$ cat config.mk
export PLATFORM = sky130hd
export DESIGN_NAME = ccff_chain_loader
export DESIGN_NICKNAME = d
export VERILOG_FILES = /design/src/rtl/ccff_cfg_pkg.sv /design/src/rtl/ccff_piso.sv /design/src/rtl/ccff_chain_loader.sv
export SDC_FILE = /design/constraint.sdc
export NUM_CORES = 1
export LEC_CHECK = 0
export BUFFER_PORTS_ARGS = -buffer_cell sky130_fd_sc_hd__buf_2
export CORE_ASPECT_RATIO = 1.1
export CORE_MARGIN = 2
export CORE_UTILIZATION = 55
export DETAILED_ROUTE_END_ITERATION = 10
export GPL_TIMING_DRIVEN = 0
export HOLD_SLACK_MARGIN = 0.03
export PLACE_DENSITY = 0.75
export SETUP_SLACK_MARGIN = 0.15
export SYNTH_ARGS = -nofsm -noshare
export SYNTH_HDL_FRONTEND = slang
export SYNTH_HIERARCHICAL = 1
export SYNTH_SLANG_ARGS = --single-unit
export TNS_END_PERCENT = 10
$ cat constraint.sdc
create_clock -name prog_clk -period 2.09 [get_ports prog_clk]
set_input_delay 0.418 -clock prog_clk [delete_from_list [all_inputs] [get_ports prog_clk]]
set_output_delay 0.418 -clock prog_clk [all_outputs]
set_load 0.01 [all_outputs]
$ cat src/rtl/ccff_cfg_pkg.sv
// ---------------------------------------------------------------------------
// ccff_cfg_pkg
// Shared configuration for the configuration-chain loader: loader state
// encoding, counter/byte widths and the default chain geometry.
// No ports (package).
// ---------------------------------------------------------------------------
package ccff_cfg_pkg;

  localparam int CHAIN_LEN_W   = 16;
  localparam int BYTE_W        = 8;
  localparam int BIT_CNT_W     = 3;
  localparam int CLR_CNT_W     = 8;
  localparam int CHAIN_LEN_DEF = 2048;
  localparam int CLR_CYC_DEF   = 4;

  typedef enum logic [2:0] {
    ST_IDLE  = 3'd0,
    ST_CLEAR = 3'd1,
    ST_FETCH = 3'd2,
    ST_SHIFT = 3'd3,
    ST_DONE  = 3'd4
  } ccff_state_e;

  // A load is in flight from the start of the clear until the last bit leaves.
  function automatic logic state_is_busy(input ccff_state_e st);
    logic res;
    case (st)
      ST_CLEAR: res = 1'b1;
      ST_FETCH: res = 1'b1;
      ST_SHIFT: res = 1'b1;
      default:  res = 1'b0;
    endcase
    return res;
  endfunction

endpackage

$ cat src/rtl/ccff_piso.sv
// ---------------------------------------------------------------------------
// ccff_piso
// 8-bit parallel-load, shift-right register with a 3-bit bit counter.
// Ports:
//   clk, rst_n   : clock, synchronous active-low reset
//   clr          : synchronous clear of register and counter
//   load, din    : parallel load of a new byte (counter restarts at 0)
//   shift        : advance one bit towards bit 0, counter increments
//   next_bit     : bit that sits at position 0 after the next shift
//   last_bit     : current bit is the eighth of the byte
// ---------------------------------------------------------------------------
module ccff_piso
  import ccff_cfg_pkg::*;
(
  input  logic              clk,
  input  logic              rst_n,
  input  logic              clr,
  input  logic              load,
  input  logic              shift,
  input  logic [BYTE_W-1:0] din,
  output logic              next_bit,
  output logic              last_bit
);

  logic [BYTE_W-1:0]    sreg_q, sreg_d;
  logic [BIT_CNT_W-1:0] bit_cnt_q, bit_cnt_d;

  // Next-value logic: clear beats load beats shift.
  always_comb begin
    sreg_d    = sreg_q;
    bit_cnt_d = bit_cnt_q;
    if (clr) begin
      sreg_d    = {BYTE_W{1'b0}};
      bit_cnt_d = {BIT_CNT_W{1'b0}};
    end else if (load) begin
      sreg_d    = din;
      bit_cnt_d = {BIT_CNT_W{1'b0}};
    end else if (shift) begin
      // Rotating keeps every bit live; wrapped bits are never emitted because
      // the owner reloads or leaves after the eighth shift.
      sreg_d    = {sreg_q[0], sreg_q[BYTE_W-1:1]};
      bit_cnt_d = bit_cnt_q + 3'd1;
    end else begin
      sreg_d    = sreg_q;
      bit_cnt_d = bit_cnt_q;
    end
  end

  // Register update with synchronous reset.
  always_ff @(posedge clk) begin
    if (!rst_n) begin
      sreg_q    <= {BYTE_W{1'b0}};
      bit_cnt_q <= {BIT_CNT_W{1'b0}};
    end else begin
      sreg_q    <= sreg_d;
      bit_cnt_q <= bit_cnt_d;
    end
  end

  assign next_bit = sreg_q[1];
  assign last_bit = (bit_cnt_q == 3'd7);

endmodule

$ cat src/rtl/ccff_chain_loader.sv
// ---------------------------------------------------------------------------
// ccff_chain_loader
// Clears a fabric configuration chain, then streams a byte-wide bitstream
// into it LSB first, exactly CHAIN_LEN bits, watching the chain tail for
// stray ones (the chain was just cleared, so any 1 is a fault).
// Ports:
//   prog_clk, prog_reset_n : clock, synchronous active-low reset
//   start, abort           : begin a load (IDLE only) / cancel from any state
//   bs_data, bs_valid      : bitstream byte source
//   bs_ready               : byte accepted this cycle when bs_valid is high
//   ccff_head, shift_en    : serial data and advance strobe into the chain
//   ccff_tail              : chain output, checked during shifting
//   chain_reset            : active-high fabric chain clear
//   busy, done, error      : status (done is a one-cycle pulse, error sticky)
// ---------------------------------------------------------------------------
module ccff_chain_loader
  import ccff_cfg_pkg::*;
#(
  parameter int unsigned CHAIN_LEN = CHAIN_LEN_DEF,
  parameter int unsigned CLR_CYC   = CLR_CYC_DEF
)(
  input  logic              prog_clk,
  input  logic              prog_reset_n,
  input  logic              start,
  input  logic              abort,
  input  logic [BYTE_W-1:0] bs_data,
  input  logic              bs_valid,
  output logic              bs_ready,
  output logic              ccff_head,
  input  logic              ccff_tail,
  output logic              shift_en,
  output logic              chain_reset,
  output logic              busy,
  output logic              done,
  output logic              error
);

  localparam logic [CHAIN_LEN_W-1:0] CHAIN_LEN_V = CHAIN_LEN_W'(CHAIN_LEN);
  localparam logic [CLR_CNT_W-1:0]   CLR_CYC_V   = CLR_CNT_W'(CLR_CYC);

  ccff_state_e            state_q, state_d;
  logic [CLR_CNT_W-1:0]   clr_cnt_q, clr_cnt_d;
  logic [CHAIN_LEN_W-1:0] pos_cnt_q, pos_cnt_d;
  logic [CHAIN_LEN_W-1:0] pos_inc_s;
  logic                   error_q, error_d;
  logic                   busy_q, busy_d;
  logic                   done_q, done_d;
  logic                   chain_reset_q, chain_reset_d;
  logic                   shift_en_q, shift_en_d;
  logic                   ccff_head_q, ccff_head_d;

  logic piso_clr_s, piso_load_s, piso_shift_s;
  logic piso_next_bit_s, piso_last_bit_s;

  ccff_piso u_piso (
    .clk      (prog_clk),
    .rst_n    (prog_reset_n),
    .clr      (piso_clr_s),
    .load     (piso_load_s),
    .shift    (piso_shift_s),
    .din      (bs_data),
    .next_bit (piso_next_bit_s),
    .last_bit (piso_last_bit_s)
  );

  assign pos_inc_s = pos_cnt_q + 16'd1;

  // Next-state, counters and sticky error; abort overrides every transition.
  always_comb begin
    state_d      = state_q;
    clr_cnt_d    = clr_cnt_q;
    pos_cnt_d    = pos_cnt_q;
    error_d      = error_q;
    piso_clr_s   = 1'b0;
    piso_load_s  = 1'b0;
    piso_shift_s = 1'b0;
    if (abort) begin
      state_d    = ST_IDLE;
      piso_clr_s = 1'b1;
    end else begin
      case (state_q)
        ST_IDLE: begin
          if (start) begin
            state_d    = ST_CLEAR;
            clr_cnt_d  = CLR_CYC_V;
            pos_cnt_d  = {CHAIN_LEN_W{1'b0}};
            error_d    = 1'b0;
            piso_clr_s = 1'b1;
          end else begin
            state_d = ST_IDLE;
          end
        end
        ST_CLEAR: begin
          if (clr_cnt_q == 8'd1) begin
            state_d   = ST_FETCH;
            clr_cnt_d = {CLR_CNT_W{1'b0}};
          end else begin
            clr_cnt_d = clr_cnt_q - 8'd1;
          end
        end
        ST_FETCH: begin
          if (bs_valid) begin
            state_d     = ST_SHIFT;
            piso_load_s = 1'b1;
          end else begin
            state_d = ST_FETCH;
          end
        end
        ST_SHIFT: begin
          piso_shift_s = 1'b1;
          pos_cnt_d    = pos_inc_s;
          // Every SHIFT cycle is before the chain is full, so a 1 is a fault.
          if (ccff_tail) begin
            error_d = 1'b1;
          end else begin
            error_d = error_q;
          end
          // Chain length wins over byte boundary: leftover bits are dropped.
          if (pos_inc_s == CHAIN_LEN_V) begin
            state_d = ST_DONE;
          end else if (piso_last_bit_s) begin
            state_d = ST_FETCH;
          end else begin
            state_d = ST_SHIFT;
          end
        end
        ST_DONE: begin
          state_d = ST_IDLE;
        end
        default: begin
          state_d = ST_IDLE;
        end
      endcase
    end
  end

  // Output values for the coming cycle, derived from the state being entered.
  always_comb begin
    busy_d        = state_is_busy(state_d);
    done_d        = (state_d == ST_DONE);
    chain_reset_d = (state_d == ST_CLEAR);
    shift_en_d    = (state_d == ST_SHIFT);
    if (state_d == ST_SHIFT) begin
      // Entering SHIFT presents bit 0 of the new byte; staying presents the
      // bit that the register is about to move into position 0.
      ccff_head_d = piso_load_s ? bs_data[0] : piso_next_bit_s;
    end else begin
      ccff_head_d = 1'b0;
    end
  end

  // State, counter and output registers with synchronous reset.
  always_ff @(posedge prog_clk) begin
    if (!prog_reset_n) begin
      state_q       <= ST_IDLE;
      clr_cnt_q     <= {CLR_CNT_W{1'b0}};
      pos_cnt_q     <= {CHAIN_LEN_W{1'b0}};
      error_q       <= 1'b0;
      busy_q        <= 1'b0;
      done_q        <= 1'b0;
      chain_reset_q <= 1'b0;
      shift_en_q    <= 1'b0;
      ccff_head_q   <= 1'b0;
    end else begin
      state_q       <= state_d;
      clr_cnt_q     <= clr_cnt_d;
      pos_cnt_q     <= pos_cnt_d;
      error_q       <= error_d;
      busy_q        <= busy_d;
      done_q        <= done_d;
      chain_reset_q <= chain_reset_d;
      shift_en_q    <= shift_en_d;
      ccff_head_q   <= ccff_head_d;
    end
  end

  // Ready is decoded from the state and forced low while reset is applied so
  // that no handshake can complete into a load being abandoned.
  assign bs_ready    = (state_q == ST_FETCH) && prog_reset_n;
  assign ccff_head   = ccff_head_q;
  assign shift_en    = shift_en_q;
  assign chain_reset = chain_reset_q;
  assign busy        = busy_q;
  assign done        = done_q;
  assign error       = error_q;

endmodule
==> metrics.csv, run 1 <==
metric;value;unit
drt_wl_total;5540;um
cts-root-buf;clkbuf_8;
ys_warn_count;6;
die_h;73.0;um
seq_area_frac_synth;37.0;%
seqPwrFrac;52.9;%
final-hold-violation-count;0;
grt_setup_unrepaired;yes;
cp_data_required_time;2300;ps
crit_type;reg -> reg;
setup_viol;0;
netlist_area;2380;um^2
antenna_found_initial;0;
vias;2196;
grt_pass1_vias;1898;
switchingPower;379;uW
cellLeakagePower;0.00100;uW
worst_pin_slew;578;ps
maxCapViolCount;0;
ir_worst_vdd;0.000376;V
clock_path_buffers;2;
fin_cells;369;
synth_mux_area_share;5.52;%
gp_congestion;0.864;
grt_pass1_wl;8490;um
dp_hpwl;3610;um
drv_slew;0;
use_met2;39.6;%
placed_cells;359;
nets;333;
start_kind;register;
final_common_cell;dfxtp_1;
synth_cells;285;
cp_cell_sequence;buf_2 -> nand4_1 -> nor4_1 -> nor3_1 -> a31oi_4 -> nor3_1 -> a211oi_1;
grt_usage;22.7;%
power.share.clock;39.6;%
skew;9.11;ps
worstPathMaxFanout;10;
critPathBufInv;1;
drt-initial-drc-count;228;
setup_tns;0;ps
synth_compound_area_share;17.5;%
met1_usage;27.6;%
finalCritPeriodShare;94.6;%
hold_class;in -> reg;
die_x;66.7;um
avgSynthCellArea;8.35;um^2
clock_sinks;44;
cts_tree;yes;
ios;21;
ctsHoldBuffers;0;
syn_to_final_growth;18.1;%
clock_latency;300;ps
synth_edf_count;0;
mostFrequentLayoutCells;39 x dfxtp_1, 25 x buf_2, 24 x nor2_1, 20 x nand2_1, 19 x a21oi_1;
intPower;1260;uW
outcome;finished clean;
synthSimpleGateAreaFrac;28.1;%
period_needed;1980;ps
wl_per_cell;15.0;um
clk_pin_slew;90;ps
slowest_stage;nor4_1;
coreArea;4220;um^2
combPwrFrac;7.5;%
synth-adder-area-share;2.63;%
power_density;582;nW/um^2
drc;0;
dr.pass1.iters;4;
synth_ff_type;dfxtp_1;
grt-ovfl-total;0;
routed_via_density;5.95;
h-tree-depth;2;
async_reset_ff_share;0;%
max_stage_delay;430;ps
synth_top_family_by_area;simple AND/OR/NAND/NOR gates;
switching_share;23.2;%
drive_gt1_share;22.5;%
crit_arrival;2190;ps
die-area;4870;um^2
row_count;25;
start_util;56.4;%
n_antenna_cell;0;
endpoint_kind;register;
port_buffers;20;
crit_family;simple AND/OR/NAND/NOR gates;
cts_buffers;5;
syn_nets;304;
ys_types;50;
final_util;66.6;%
grt-busiest-layer;met2;
yosys.area_share.xor_xnor;4.42;%
synth-seq-cells;44;
ant_nets;0;
cpMostUsedCell;nor3_1;
grt_max_degree;14;
slew_headroom;61.4;%
max_freq;0.506;GHz
use_met3;5.09;%
-- synth_stat cells (4+ instances only) --
library cell   n  area, um^2
nor3b_1        4        30.0
dfxtp_1       44         881
o21ai_0       12        60.1
nand2_1       20        75.1
buf_2          6        30.0
a211oi_1      11        82.6
and2_1         5        31.3
xnor2_1        7        61.3
nand4_1        5        31.3
mux2i_1       12         120
nor2b_1        9        56.3
a21oi_1       19        95.1
a31oi_1        5        31.3
ha_1           5        62.6
nor3_1        19        95.1
nand3_1       11        55.1
nor2_1        25        93.8
xor2_1         5        43.8
clkbuf_1       9        33.8
-- cells by family (layout without fill, tap and decap cells) --
family          after synthesis  after routing
simple gates                122            122
fa+ha+maj                     5              5
buf+inv                      24             54
mux                          13             13
xor+xnor                     12             12
flops                        44             44
compound gates               65             65
-- registers in the layout, summed over array words and instances (netlist names) --
register	flops
u_piso/sreg_q	8
shift_en	1
state_q	3
pos_cnt_q	16
error	1
chain_reset	1
busy	1
u_piso/bit_cnt_q	3
done	1
ccff_head	1
clr_cnt_q	8
-- layer usage --
metal / wire, um / up-vias
met5: 0 / -
met4: 125 / 0
met3: 237 / 12
met2: 2770 / 53
met1: 2410 / 1042
li1: - / 1089
-- power by group through the flow --
stage | registers, uW | clock network, uW | logic [uW]
after global placement | 886 | 0 | 119
after global routing | 868 | 694 | 137
after CTS | 867 | 666 | 122
after detailed placement | 887 | 0 | 120
final | 866 | 649 | 123
after floorplan | 885 | 0 | 81.2
-- timing repair --
item / CTS / global route
setup buffers: 0 / 2
pin swaps: 0 / 7
resized for setup: 6 / 34
endpoints found under the setup margin: 33 / 31
-- worst register-to-register path: stages (launching register included) --
cell and delay [ps]:
dfxtp_1 310, buf_2 200, nand4_1 200, nor4_1 430
nor3_1 130, a31oi_4 240, nor3_1 100, a211oi_1 270
-- area by class of cell --
| cell class | instances | area, um^2 |
|---|---|---|
| Sequential cell | 44 | 890 |
| Inverter | 5 | 18.8 |
| Clock inverter | 2 | 35.0 |
| Multi-Input combinational cell | 217 | 1500 |
| Fill cell | 363 | 1410 |
| Timing Repair Buffer | 22 | 115 |
| Tap cell | 54 | 67.6 |
| Buffer | 19 | 110 |
| Clock buffer | 6 | 72.6 |
-- path summary, 6_finish.rpt --
| path | startpoint | endpoint | slack, ps | cells after the start |
|---|---|---|---|---|
| max | pos_cnt_q[7] | ccff_head | 110 | 7 |
| max reg2reg | pos_cnt_q[7] | ccff_head | 110 | 7 |
| min | ccff_tail | error | 380 | 3 |
| min reg2reg | pos_cnt_q[0] | pos_cnt_q[0] | 490 | 1 |
-- metrics by stage --
stage	area (um^2)	worst slack [ps]	total power, uW	hold WS [ps]
finish	2810	114	1640	378
global route	2810	-11.7	1700	409
CTS	2670	10.4	1660	368
detailed placement	2550	-352	1010	493
global placement	2550	-381	1000	479
floorplan	2380	251	966	467
Note: power is estimated with default switching activity, not from simulation.
==> run 2, diff against run 1 <==
--- a/config.mk
+++ b/config.mk
@@ -5,13 +5,13 @@
 export SDC_FILE = /design/constraint.sdc
 export NUM_CORES = 1
 export LEC_CHECK = 0
+export ABC_AREA = 1
 export BUFFER_PORTS_ARGS = -buffer_cell sky130_fd_sc_hd__buf_2
 export CORE_ASPECT_RATIO = 1.1
 export CORE_MARGIN = 2
 export CORE_UTILIZATION = 55
 export DETAILED_ROUTE_END_ITERATION = 10
 export GPL_TIMING_DRIVEN = 0
-export HOLD_SLACK_MARGIN = 0.03
 export PLACE_DENSITY = 0.75
 export SETUP_SLACK_MARGIN = 0.15
 export SYNTH_ARGS = -nofsm -noshare
==> metrics.csv, run 2 <==
metric;value;unit;change
crit_arrival;1380;ps;-810 ps
drv_slew;0;;unchanged
max_stage_delay;410;ps;-20 ps
hold_class;in -> reg;;
cellLeakagePower;0.00114;uW;+14%
grt_usage;21.9;%;-0.76 points
die-area;4860;um^2;-0.14%
syn_to_final_growth;14.1;%;
fin_cells;441;;+20%
ios;21;;unchanged
power;1560;uW;-4.5%
cts_tree;yes;;
clock_latency;300;ps;about the same
n_fill_cell;423;;+17%
worstPathMaxFanout;10;;unchanged
fin_area;2710;um^2;-3.6%
synth_ff_type;dfxtp_1;;
yosys-top-cells-area;dfxtp_1 37%, nand2_1 20%, inv_1 6.6%, nor2_1 5.4%, a21oi_1 5.3%;;
max_freq;0.558;GHz;+10%
ctsHoldBuffers;0;;unchanged
cts_buffers;5;;unchanged
start_kind;input port;;
synth-seq-cells;44;;unchanged
cp_cell_sequence;buf_2 -> inv_1 -> clkbuf_1 -> nor2_1 -> buf_2;;
yosysMostFrequentCell;nand2_1;;
post-place-ws;133;ps;+485 ps
cpMostUsedCell;buf_2;;
r2r_setup_slack;300;ps;+180 ps
worst_pin_slew;495;ps;-83.6 ps
endpoint_kind;primary output;;
cts-root-buf;clkbuf_8;;
vias;2213;;+0.77%
gp_congestion;0.809;;-6.4%
die_x;66.7;um;about the same
skew;14.5;ps;+5.34 ps
final-hold-violation-count;0;;unchanged
slowest_stage;clkbuf_1;;
grt-ovfl-total;0;;unchanged
final_common_cell;nand2_1;;
n_antenna_cell;0;;unchanged
start_util;56.3;%;-0.089 points
die_h;72.9;um;about the same
maxCapViolCount;0;;unchanged
nets;406;;+22%
port_buffers;20;;unchanged
netlist_area;2380;um^2;-0.16%
period_needed;1790;ps;-183 ps
coreArea;4220;um^2;unchanged
seq_area;888;um^2;-0.14%
place_area;2540;um^2;-0.15%
drc;0;;unchanged
clock_sinks;44;;unchanged
h-tree-depth;2;;unchanged
ir_worst_vdd;0.000390;V;+3.7%
routed_via_density;5.02;;-16%
cp_data_required_time;1670;ps;-630 ps
outcome;finished clean;;
regMostFlops;pos_cnt_q;;
yosysTopAreaCellShare;37.1;%;+0.058 points
yosysTopAreaCell;dfxtp_1;;
top_regs;pos_cnt_q (16), clr_cnt_q (8), u_piso/sreg_q (8);;
mostFrequentLayoutCells;123 x nand2_1, 40 x inv_1, 40 x dfxtp_1, 31 x nor2_1, 25 x a21oi_1;;
fin_ws;297;ps;+183 ps
async_reset_ff_share;0;%;unchanged
yosys-top-cells-count;124 x nand2_1, 44 x dfxtp_1, 42 x inv_1;;
seq_area_frac_synth;37.1;%;+0.058 points
clock_path_buffers;2;;unchanged
finalCritPeriodShare;85.8;%;-8.8 points
drt_wl_total;4890;um;-12%
ys_types;33;;-34%
synth_cells;359;;+26%
avgSynthCellArea;6.62;um^2;-21%
grt_max_degree;14;;unchanged
antenna_found_initial;0;;unchanged
multi_input_area;1340;um^2;-11%
synth_edf_count;0;;unchanged
dr.pass1.iters;4;;unchanged
grt_pass1_wl;8300;um;-2.2%
placed_cells;433;;+21%
largest_register_ffs;16;;unchanged
crit_type;in -> out;;
setup_viol;0;;unchanged
syn_nets;378;;+24%
ant_nets;0;;unchanged
wl_per_cell;11.1;um;-26%
row_count;25;;unchanged
hold_depth;5;;+2
drt-initial-drc-count;114;;-50%
grt_pass1_vias;1999;;+5.3%
r2r_cells;14;;+7
drive_gt1_share;16.8;%;-5.7 points
slew_headroom;67.0;%;+5.6 points
dp_hpwl;3680;um;+1.9%
clk_pin_slew;70;ps;-20 ps
setup_tns;0;ps;unchanged
grt_setup_unrepaired;yes;;
ys_warn_count;6;;unchanged
power_density;577;nW/um^2;-0.92%
run 2: final cells by class:
cell class              count  share of cell area (%)
plain buffers               6                    1.66
clock buffers               7                    3.55
inverters                  44                    6.28
multi-input cells         265                    49.3
flip-flops and latches     44                    32.8
well taps                  54                    2.49
repair buffers             21                    3.97
run 2: cells by family after synthesis:
group	Yosys count	share of synthesized area (%)
AO/OA/AOI/OAI	40	9.37
flip-flops	44	37.1
multiplexers	1	0.421
buffers and inverters	50	8.95
AND/OR/NAND/NOR	213	39.3
adder cells (fa/ha/maj)	5	2.63
XOR/XNOR	6	2.21
run 2: worst max-delay path: cells and delay by family:
kind	cells	cell delay, ps
and+or+nand+nor	1	110
buffers and inverters	4	850
run 2: routing by layer:
metal	wire (um)	vias to the layer above	part of all wire, %	track usage (%)
met2	2450	20	50	38.8
met4	66	0	1.4	6.80
li1	-	1186	-	-
met1	2250	1002	46	26.7
met3	113	5	2.3	4.17
met5	0	-	0	0
run 2: path summary, 6_finish.rpt:
check	startpoint	endpoint
worst max-delay path	prog_reset_n	bs_ready
worst min-delay path	bs_data[3]	u_piso/sreg_q[3]
worst max register to register	pos_cnt_q[0]	busy
worst min register to register	error	error
run 2: timing repair:
item,4_1_cts,5_1_grt
pin swaps,1,2
setup endpoints to repair,5,26
gates resized for setup,3,17
buffers inserted,0,1
run 2: per-stage QoR:
step                hold slack [ps]  utilization, %
finish                          409            64.2
global route                    448            64.2
CTS                             403            62.7
detailed placement              452            60.2
global placement                451            60.2
floorplan                       442               -
run 2: power by group:
part,switching (uW),internal [uW]
clock network,277,295
registers,9.39,852
logic,82.0,48.9
total,368,1190
==> run 3, diff against run 2 <==
--- a/config.mk
+++ b/config.mk
@@ -9,10 +9,10 @@
 export BUFFER_PORTS_ARGS = -buffer_cell sky130_fd_sc_hd__buf_2
 export CORE_ASPECT_RATIO = 1.1
 export CORE_MARGIN = 2
-export CORE_UTILIZATION = 55
+export CORE_UTILIZATION = 44
 export DETAILED_ROUTE_END_ITERATION = 10
 export GPL_TIMING_DRIVEN = 0
-export PLACE_DENSITY = 0.75
+export REMOVE_ABC_BUFFERS = 1
 export SETUP_SLACK_MARGIN = 0.15
 export SYNTH_ARGS = -nofsm -noshare
 export SYNTH_HDL_FRONTEND = slang
==> metrics.csv, run 3 (synthesis gave the netlist of run 2 again) <==
metric;value;unit;change
outcome;finished clean;;
ant_nets;0;;unchanged
ir_worst_vdd;0.000377;V;-3.5%
top_regs;pos_cnt_q (16), clr_cnt_q (8), u_piso/sreg_q (8);;
coreArea;5290;um^2;+25%
crit_type;in -> out;;
drc;0;;unchanged
maxCapViolCount;0;;unchanged
use_met3;3.47;%;-0.69 points
worstPathMaxFanout;22;;+12
hold_class;in -> reg;;
cts_tree;yes;;
use_met2;30.9;%;-7.9 points
dr.pass1.iters;4;;unchanged
cts_buffers;5;;unchanged
ios;21;;unchanged
power;1550;uW;-0.55%
fin_area;2740;um^2;+1.2%
cp_data_required_time;1670;ps;about the same
n_antenna_cell;0;;unchanged
row_count;28;;+12%
grt-busiest-layer;met2;;
power_density;567;nW/um^2;-1.8%
grt_pass1_vias;1989;;-0.50%
clock_path_buffers;2;;unchanged
drt-initial-drc-count;79;;-31%
final-hold-violation-count;0;;unchanged
dp_hpwl;3490;um;-5.1%
grt-ovfl-total;0;;unchanged
die-area;6000;um^2;+23%
max_freq;0.537;GHz;-3.8%
place_area;2530;um^2;-0.64%
finalCritPeriodShare;89.1;%;+3.3 points
syn_to_final_growth;15.5;%;
final_common_cell;nand2_1;;
skew;8.31;ps;-6.14 ps
vias;2217;;+0.18%
die_h;81.1;um;+11%
endpoint_kind;primary output;;
gp_congestion;0.784;;-3.1%
cts-root-buf;clkbuf_8;;
clock_sinks;44;;unchanged
drt_wl_total;4970;um;+1.8%
port_buffers;20;;unchanged
worst_pin_slew;733;ps;+238 ps
antenna_found_initial;0;;unchanged
grt_setup_unrepaired;yes;;
start_kind;input port;;
nets;406;;unchanged
regMostFlops;pos_cnt_q;;
clock_latency;290;ps;about the same
ctsHoldBuffers;0;;unchanged
drive_gt1_share;18.6;%;+1.8 points
cellLeakagePower;0.00113;uW;-1.3%
wl_per_cell;10.8;um;-2.9%
slew_headroom;51.1;%;-16 points
grt_pass1_wl;8490;um;+2.3%
met1_usage;22.5;%;-4.2 points
grt_usage;18.0;%;-3.9 points
mostFrequentLayoutCells;122 x nand2_1, 40 x inv_1, 39 x dfxtp_1, 28 x nor2_1, 25 x a21oi_1;;
period_needed;1860;ps;+69.9 ps
clk_pin_slew;70;ps;about the same
crit_arrival;1450;ps;+70 ps
routed_via_density;4.80;;-4.4%
grt_max_degree;23;;+9
largest_register_ffs;16;;unchanged
start_util;44.9;%;-11 points
h-tree-depth;2;;unchanged
drv_slew;0;;unchanged
setup_viol;0;;unchanged
whs;420;ps;+11.5 ps
die_x;74.1;um;+11%
==> run 3: changes by cell type in the layout (fill, tap and decap cells not counted), moves of 2 or more <==
cell and change:
buf_4 +3, buf_6 -2, clkbuf_1 -2, nand2_2 +2
nor2_1 -3, nor2_2 +3
==> run 3: worst paths after layout <==
path | startpoint | endpoint | depth (start not counted) | slack [ps]
max | prog_reset_n | bs_ready | 4 | 230
min reg2reg | error | error | 2 | 470
max reg2reg | pos_cnt_q[2] | busy | 13 | 250
min | bs_data[7] | u_piso/sreg_q[7] | 5 | 420
==> run 3: cell type report <==
cell class              instances  area, um^2
multi-input cells             265        1340
fillers                       561        2550
well taps                      75        93.8
inverters                      44         174
repair inverters                1        5.00
flip-flops and latches         44         890
repair buffers                 26         145
clock buffers                   7        96.3
==> run 3: layer usage <==
layer / routed length, um / vias to the layer above
li1: - / 1190
met1: 2380 / 989
met2: 2370 / 31
met3: 169 / 7
met4: 57 / 0
met5: 0 / -
==> run 3: report_power, final <==
group	switching [uW]	internal, uW
clock	273	294
combinational	80.9	45.9
sequential	8.99	852
total	363	1190
==> run 3: per-stage QoR <==
stage	setup TNS (ps)	utilization (%)	worst slack, ps	instances
after floorplan	0	-	395	353
after global placement	-45.2	47.8	-14.8	448
after detailed placement	-30.0	47.8	-10.6	448
after CTS	0	50.0	132	456
after global routing	0	51.9	30.8	462
final	0	51.9	227	462
==> run 3: worst max-delay path: stages <==
cell and delay [ps]:
buf_2 150, inv_1 550, nor2_1 140, buf_2 180
==> run 3: what timing repair did <==
action                                  in CTS  in global routing
setup buffers                                0                  6
cloned                                       1                  0
resized for setup                            7                 15
pin swaps                                    1                  1
endpoints found under the setup margin      19                 31
